===== src/rtl/fetch_pkg.sv =====
`default_nettype none
// +----------------------------------------------------------------+
// | fetch_pkg: shared widths and PC arithmetic for the fetch stage |
// | Rev 1.0                                                        |
// +----------------------------------------------------------------+
package fetch_pkg;

  localparam int unsigned AW_DEF    = 30;
  localparam int unsigned DW_DEF    = 32;
  localparam int unsigned PC_CALC_W = 64;

  // Callers truncate the result to their PC width, which gives modulo-2^AW wrap.
  function automatic logic [PC_CALC_W-1:0] pc_add(input logic [PC_CALC_W-1:0] pc,
                                                  input logic [PC_CALC_W-1:0] off);
    return pc + off;
  endfunction

endpackage
`default_nettype wire


===== src/rtl/fetch_fifo.sv =====
`default_nettype none
// +----------------------------------------------------------------+
// | fetch_fifo: registered sync FIFO with flush, count, full/empty  |
// | Rev 1.0                                                        |
// +----------------------------------------------------------------+
module fetch_fifo #(
  parameter int unsigned W     = 8,
  parameter int unsigned DEPTH = 2
) (
  input  logic                     clk,
  input  logic                     rst_n,
  input  logic                     flush,
  input  logic                     push,
  input  logic [W-1:0]             push_data,
  input  logic                     pop,
  output logic [W-1:0]             rd_data,
  output logic [$clog2(DEPTH):0]   count,
  output logic                     full,
  output logic                     empty
);

  localparam int unsigned PW = $clog2(DEPTH);

  logic [W-1:0]  mem_q [DEPTH];
  logic [W-1:0]  mem_d [DEPTH];
  logic [PW-1:0] wr_ptr_q, wr_ptr_d;
  logic [PW-1:0] rd_ptr_q, rd_ptr_d;
  logic [PW:0]   count_q, count_d;
  logic          do_push, do_pop;

  always_comb begin
    full     = (count_q == (PW+1)'(DEPTH));
    empty    = (count_q == '0);
    do_pop   = pop && !empty;
    do_push  = push && !flush && (!full || do_pop);
    mem_d    = mem_q;
    wr_ptr_d = wr_ptr_q;
    rd_ptr_d = rd_ptr_q;
    count_d  = count_q;
    if (do_push) begin
      mem_d[wr_ptr_q] = push_data;
    end
    if (flush) begin
      wr_ptr_d = '0;
      rd_ptr_d = '0;
      count_d  = '0;
    end else begin
      wr_ptr_d = wr_ptr_q + PW'(do_push);
      rd_ptr_d = rd_ptr_q + PW'(do_pop);
      count_d  = count_q + (PW+1)'(do_push) - (PW+1)'(do_pop);
    end
  end

  always_ff @(posedge clk or negedge rst_n) begin
    if (!rst_n) begin
      wr_ptr_q <= '0;
      rd_ptr_q <= '0;
      count_q  <= '0;
      mem_q    <= '{default: '0};
    end else begin
      wr_ptr_q <= wr_ptr_d;
      rd_ptr_q <= rd_ptr_d;
      count_q  <= count_d;
      mem_q    <= mem_d;
    end
  end

  // Head reads as zero while empty so downstream sees clean reset values.
  assign rd_data = empty ? '0 : mem_q[rd_ptr_q];
  assign count   = count_q;

endmodule
`default_nettype wire


===== src/rtl/fetch_unit.sv =====
`default_nettype none
// +----------------------------------------------------------------+
// | fetch_unit: PC register, imem request credit, redirect handling |
// | Rev 1.0                                                        |
// +----------------------------------------------------------------+
module fetch_unit
  import fetch_pkg::*;
#(
  parameter int unsigned   AW       = AW_DEF,
  parameter int unsigned   DW       = DW_DEF,
  parameter int unsigned   DEPTH    = 2,
  parameter logic [AW-1:0] RESET_PC = '0
) (
  input  logic          clk,
  input  logic          rst_n,
  output logic          imem_req_valid,
  input  logic          imem_req_ready,
  output logic [AW-1:0] imem_req_addr,
  input  logic          imem_resp_valid,
  input  logic [DW-1:0] imem_resp_data,
  input  logic          redirect_valid,
  input  logic          redirect_jump,
  input  logic [AW-1:0] jump_tgt,
  input  logic [AW-1:0] branch_pc,
  input  logic [AW-1:0] branch_offset,
  output logic          inst_valid,
  input  logic          inst_ready,
  output logic [DW-1:0] inst_data,
  output logic [AW-1:0] inst_pc,
  output logic [AW-1:0] inst_pc4
);

  localparam int unsigned CW = $clog2(DEPTH) + 1;

  logic [AW-1:0]        fetch_pc_q, fetch_pc_d;
  logic [CW-1:0]        drop_q, drop_d;
  logic                 started_q, started_d;

  logic [CW-1:0]        buf_count, outstanding;
  logic                 buf_full, buf_empty, pcq_full, pcq_empty;
  logic [AW+DW-1:0]     buf_head;
  logic [AW-1:0]        pcq_head;
  logic [CW:0]          credit_sum;
  logic                 req_fire, resp_take, resp_keep, inst_pop;
  logic [AW-1:0]        redirect_tgt;
  logic [PC_CALC_W-1:0] tgt_sum, pc_inc_sum, pc4_sum;
  logic                 unused_bits;

  always_comb begin
    tgt_sum        = pc_add(PC_CALC_W'(branch_pc), PC_CALC_W'(branch_offset));
    pc_inc_sum     = pc_add(PC_CALC_W'(fetch_pc_q), PC_CALC_W'(1));
    pc4_sum        = pc_add(PC_CALC_W'(inst_pc), PC_CALC_W'(1));
    redirect_tgt   = redirect_jump ? jump_tgt : tgt_sum[AW-1:0];

    // Stale in-flight requests still hold credit until their responses drain.
    credit_sum     = {1'b0, buf_count} + {1'b0, outstanding};
    imem_req_valid = started_q && (credit_sum < (CW+1)'(DEPTH)) && !redirect_valid;
    req_fire       = imem_req_valid && imem_req_ready;
    resp_take      = imem_resp_valid && !pcq_empty;
    resp_keep      = resp_take && (drop_q == '0) && !redirect_valid;
    inst_pop       = inst_valid && inst_ready && !redirect_valid;

    started_d      = 1'b1;
    fetch_pc_d     = fetch_pc_q;
    drop_d         = drop_q;
    if (redirect_valid) begin
      fetch_pc_d = redirect_tgt;
      // Everything still in flight after this cycle belongs to the old stream.
      drop_d     = outstanding - CW'(resp_take);
    end else begin
      if (req_fire) begin
        fetch_pc_d = pc_inc_sum[AW-1:0];
      end
      if (resp_take && (drop_q != '0)) begin
        drop_d = drop_q - CW'(1);
      end
    end
  end

  always_ff @(posedge clk or negedge rst_n) begin
    if (!rst_n) begin
      fetch_pc_q <= RESET_PC;
      drop_q     <= '0;
      started_q  <= 1'b0;
    end else begin
      fetch_pc_q <= fetch_pc_d;
      drop_q     <= drop_d;
      started_q  <= started_d;
    end
  end

  // Request-PC queue: one entry per in-flight request, so its count is the outstanding total.
  fetch_fifo #(
    .W     (AW),
    .DEPTH (DEPTH)
  ) u_pc_queue (
    .clk       (clk),
    .rst_n     (rst_n),
    .flush     (1'b0),
    .push      (req_fire),
    .push_data (fetch_pc_q),
    .pop       (resp_take),
    .rd_data   (pcq_head),
    .count     (outstanding),
    .full      (pcq_full),
    .empty     (pcq_empty)
  );

  fetch_fifo #(
    .W     (AW + DW),
    .DEPTH (DEPTH)
  ) u_inst_buf (
    .clk       (clk),
    .rst_n     (rst_n),
    .flush     (redirect_valid),
    .push      (resp_keep),
    .push_data ({pcq_head, imem_resp_data}),
    .pop       (inst_pop),
    .rd_data   (buf_head),
    .count     (buf_count),
    .full      (buf_full),
    .empty     (buf_empty)
  );

  assign imem_req_addr = fetch_pc_q;
  assign inst_valid    = !buf_empty;
  assign inst_pc       = buf_head[AW+DW-1:DW];
  assign inst_data     = buf_head[DW-1:0];
  assign inst_pc4      = inst_valid ? pc4_sum[AW-1:0] : '0;

  assign unused_bits = &{1'b0, buf_full, pcq_full,
                         tgt_sum[PC_CALC_W-1:AW], pc_inc_sum[PC_CALC_W-1:AW],
                         pc4_sum[PC_CALC_W-1:AW]};

endmodule
`default_nettype wire


===== config.mk =====
export PLATFORM = sky130hd
export DESIGN_NAME = fetch_unit
export DESIGN_NICKNAME = d
export VERILOG_FILES = /design/src/rtl/fetch_pkg.sv /design/src/rtl/fetch_fifo.sv /design/src/rtl/fetch_unit.sv
export SDC_FILE = /design/constraint.sdc
export NUM_CORES = 1
export LEC_CHECK = 0
export CORE_MARGIN = 2
export CORE_UTILIZATION = 45
export DETAILED_ROUTE_END_ITERATION = 10
export HOLD_SLACK_MARGIN = 0.08
export PLACE_DENSITY = 0.71
export SETUP_SLACK_MARGIN = 0.4
export SYNTH_ARGS = -nofsm -noshare
export SYNTH_HDL_FRONTEND = slang
export SYNTH_SLANG_ARGS = --single-unit

===== constraint.sdc =====
create_clock -name clk -period 4.1 [get_ports clk]
set_input_delay 0.82 -clock clk [delete_from_list [all_inputs] [get_ports clk]]
set_output_delay 0.82 -clock clk [all_outputs]
set_load 0.01 [all_outputs]

==> results.json <==
{
  "status": "finished clean",
  "use_met1_pct": 26.3,
  "cts.sinks": 225,
  "syn_inst": 1172,
  "ant_nets": 0,
  "core_um2": 27900,
  "finalInstanceArea_um2": 16900,
  "max_stage_delay_ns": 0.52,
  "synth_edf_count": 0,
  "first_global_vias": 9792,
  "drc": 0,
  "cp_cell_sequence": "buf_6 > mux2i_2 > nor3_2 > nand4_1 > nor4_4 > and3_4 > and2_4 > and3_4 > nand3_2 > o21ai_1 > buf_2",
  "final_hold_viol_count": 0,
  "grt-busiest-layer": "met2",
  "cts_buffers": 24,
  "nets": 1608,
  "post-route-period-util_pct": 93.4,
  "die_w_um": 172,
  "min_period_ns": 3.83,
  "final_util_pct": 60.5,
  "power_frac_comb_pct": 33.7,
  "clk_latency_ns": 0.51,
  "critPathKind": "reg -> out",
  "setup_viol": 0,
  "crit_top_cell": "and3_4",
  "grt_usage_pct": 20.3,
  "hold_class": "in -> async",
  "async_flop_share_pct": 100,
  "seqPwrFrac_pct": 40.2,
  "pin_count": 253,
  "r2r_start": "u_inst_buf.count[0]",
  "die_area_um2": 29700,
  "worstReg2RegEnd": "u_pc_queue.mem_q[47]",
  "grt_max_degree": 114,
  "worst_setup_path_end_kind": "output pin",
  "synth_cell_types": 73,
  "power_density_nw_per_um2": 503,
  "cp-endpoint": "inst_pc4[29]",
  "yosysWarnings": 0,
  "dr_total_vias": 9556,
  "start_kind": "flip-flop",
  "synth_nets": 1343,
  "setup_tns_ns": 0,
  "firstDrtPassIters": 5,
  "seq_area_um2": 5630,
  "final_common_cell": "clkdlybuf4s50_1",
  "cp_slowest_cell": "dfrtp_4",
  "htreeDepth": 1,
  "die_h_um": 172,
  "num_antenna_cells": 0,
  "grt_pass1_wl_um": 49100,
  "clk_pin_slew_ns": 0.06,
  "clk_path_buf_depth": 3,
  "post-dp-hpwl_um": 22300,
  "drive_above_1_share_pct": 24.1,
  "cts_tree": "done",
  "rows": 61,
  "p_switching_mw": 2.63,
  "antenna_found_initial": 0,
  "wl_um": 30700,
  "crit_fanout": 7,
  "cts_hold_buf": 0,
  "grt_overflow": 0,
  "start_util_pct": 45.8,
  "arrival_ns": 3.01,
  "pwr-share-clk_pct": 26.1,
  "vdd_drop_max_mv": 0.297,
  "multi_input_area_um2": 6940,
  "grt_use_met3_pct": 5.31,
  "synth_top_flop_cell": "dfrtp_1",
  "clock-root-buffer": "clkbuf_16",
  "drt_iter0_drc": 383,
  "p_leak_nw": 7.41,
  "synth_seq_area_share_pct": 44.1,
  "ys_ff_latch": 225,
  "io_buffers": 252,
  "crit_path_start": "u_inst_buf.rd_ptr_q",
  "drv_cap": 0,
  "final_cell_mix": "clkdlybuf4s50_1, dfrtp_1, mux2_2",
  "slew_headroom_pct": 31.6,
  "cp.depth": 11,
  "cp_top_family": "simple AND/OR/NAND/NOR gates",
  "finalNonFillerCells": 1832,
  "skew_ns": 0.00686,
  "dpl_cell_area_um2": 15700,
  "rsz0062_at_grt": "yes",
  "drv_slew": 0,
  "max_freq_ghz": 0.261,
  "ff2ff_setup_slack_ns": 0.93,
  "p_sw_share_pct": 31.0,
  "gp_congestion": 0.890,
  "dp_cells": 1761,
  "fillers": 2323,
  "grtUsageMet2_pct": 34.6,
  "area_delta_synth_final_pct": 32.1,
  "wire_per_inst_um": 16.8,
  "required_ns": 3.28,
  "worstMarginPinSlew_ns": 1.02,
  "power.internal_mw": 5.85,
  "viasPerCell": 5.22,
  "path_buf_inv": 2,
  "synthesis.area_um2": 12800,
  "syn_avg_cell_area_um2": 10.9,
  "worstRegToRegCells": 9
}
registers in the layout, summed over array words and instances (netlist names):
name and cells:
drop_q 2, u_inst_buf.rd_ptr_q 1, u_inst_buf.wr_ptr_q 1, u_pc_queue.rd_ptr_q 1
imem_req_addr 30, u_inst_buf.count 2, u_inst_buf.mem_q 124, u_pc_queue.wr_ptr_q 1
u_pc_queue.count 2, started_q 1, u_pc_queue.mem_q 60
metrics by stage:
stage	setup slack [ns]	power (mW)	hold WS, ns
5_1_grt	0.130	9.05	0.442
2_1_floorplan	0.506	5.24	0.473
3_5_place_dp	0.161	6.25	0.494
6_report	0.272	8.48	0.373
4_1_cts	0.159	8.54	0.418
3_3_place_gp	0.266	6.13	0.488
power groups by stage:
stage / Combinational [mW] / Sequential, mW / Clock (mW)
2_1_floorplan: 1.93 / 3.31 / 0
3_3_place_gp: 2.73 / 3.40 / 0
3_5_place_dp: 2.80 / 3.45 / 0
4_1_cts: 2.85 / 3.40 / 2.28
5_1_grt: 3.15 / 3.50 / 2.39
6_report: 2.86 / 3.40 / 2.21
kinds of logic (layout without fill, tap and decap cells):
group	after synthesis	count (layout)	synth area share, %
xor+xnor	86	86	5.96
buf+inv	83	365	2.83
simple gates	308	308	11.9
fa+ha+maj	42	42	4.23
flops	225	225	44.1
other cells	1	1	0.0294
compound gates	146	146	7.07
mux	281	281	23.9
synth_stat cells (2+ instances only):
master | n | share of area, %
ha_1 | 40 | 3.9
nor2_1 | 126 | 3.7
nand3b_1 | 4 | 0.24
nand3_2 | 2 | 0.16
o21bai_1 | 3 | 0.18
mux2i_1 | 95 | 7.4
nor3_1 | 6 | 0.24
nor2b_1 | 4 | 0.20
buf_2 | 12 | 0.47
nand2_1 | 73 | 2.1
dfrtp_1 | 225 | 44
nor3b_1 | 4 | 0.24
clkbuf_1 | 34 | 1.0
nor4_1 | 3 | 0.15
and4b_1 | 3 | 0.24
a31oi_1 | 7 | 0.34
a21o_1 | 11 | 0.65
nor2_2 | 6 | 0.29
o22ai_1 | 5 | 0.25
o211ai_1 | 9 | 0.53
nor2_4 | 2 | 0.18
nor3_2 | 3 | 0.24
o21ai_0 | 28 | 1.1
buf_6 | 2 | 0.18
or2_2 | 2 | 0.098
o21a_1 | 4 | 0.24
buf_4 | 2 | 0.12
nand3_1 | 20 | 0.78
nand4_1 | 11 | 0.54
xor2_1 | 21 | 1.4
and2_1 | 7 | 0.34
nand2b_1 | 2 | 0.098
mux2_2 | 186 | 16
buf_1 | 10 | 0.29
a311oi_1 | 3 | 0.21
a211oi_1 | 3 | 0.18
a21oi_1 | 53 | 2.1
and3_1 | 18 | 0.88
and3_2 | 2 | 0.12
o21ai_1 | 2 | 0.078
o31ai_1 | 3 | 0.18
inv_1 | 20 | 0.59
xnor2_1 | 64 | 4.4
fa_1 | 2 | 0.31
a21oi_2 | 2 | 0.14
area by class of cell:
| type | instances | area share [%] |
|---|---|---|
| clock buffer | 39 | 4.49 |
| clock inverter | 4 | 0.482 |
| timing repair buffer | 301 | 17.2 |
| multi-input combinational | 864 | 41.1 |
| inverter | 21 | 0.468 |
| sequential | 225 | 33.4 |
| tap | 378 | 2.81 |
how the worst min path moves through the flow:
stage | from | slack [ns] | cells after the start | to
final | rst_n | 0.37 | 1 | u_inst_buf.mem_q[64]
after global routing | rst_n | 0.44 | 1 | u_inst_buf.mem_q[63]
after CTS | rst_n | 0.42 | 1 | u_inst_buf.mem_q[64]
after detailed placement | u_inst_buf.mem_q[76] | 0.49 | 1 | u_inst_buf.mem_q[76]
after global placement | u_inst_buf.mem_q[88] | 0.49 | 1 | u_inst_buf.mem_q[88]
after floorplan | u_inst_buf.mem_q[102] | 0.47 | 1 | u_inst_buf.mem_q[102]
metal layers:
layer | wire length, um | share of wire, %
met2 | 14000 | 46
met3 | 2530 | 8.2
met4 | 341 | 1.1
met1 | 13800 | 45
met5 | 0 | 0
what timing repair did:
action	in CTS	in global routing
buffers inserted	14	14
resized for setup	72	41
gates cloned	0	0
pin swaps	10	22
setup endpoints to repair	22	21
No activity file was read; power rests on OpenSTA's default activity.
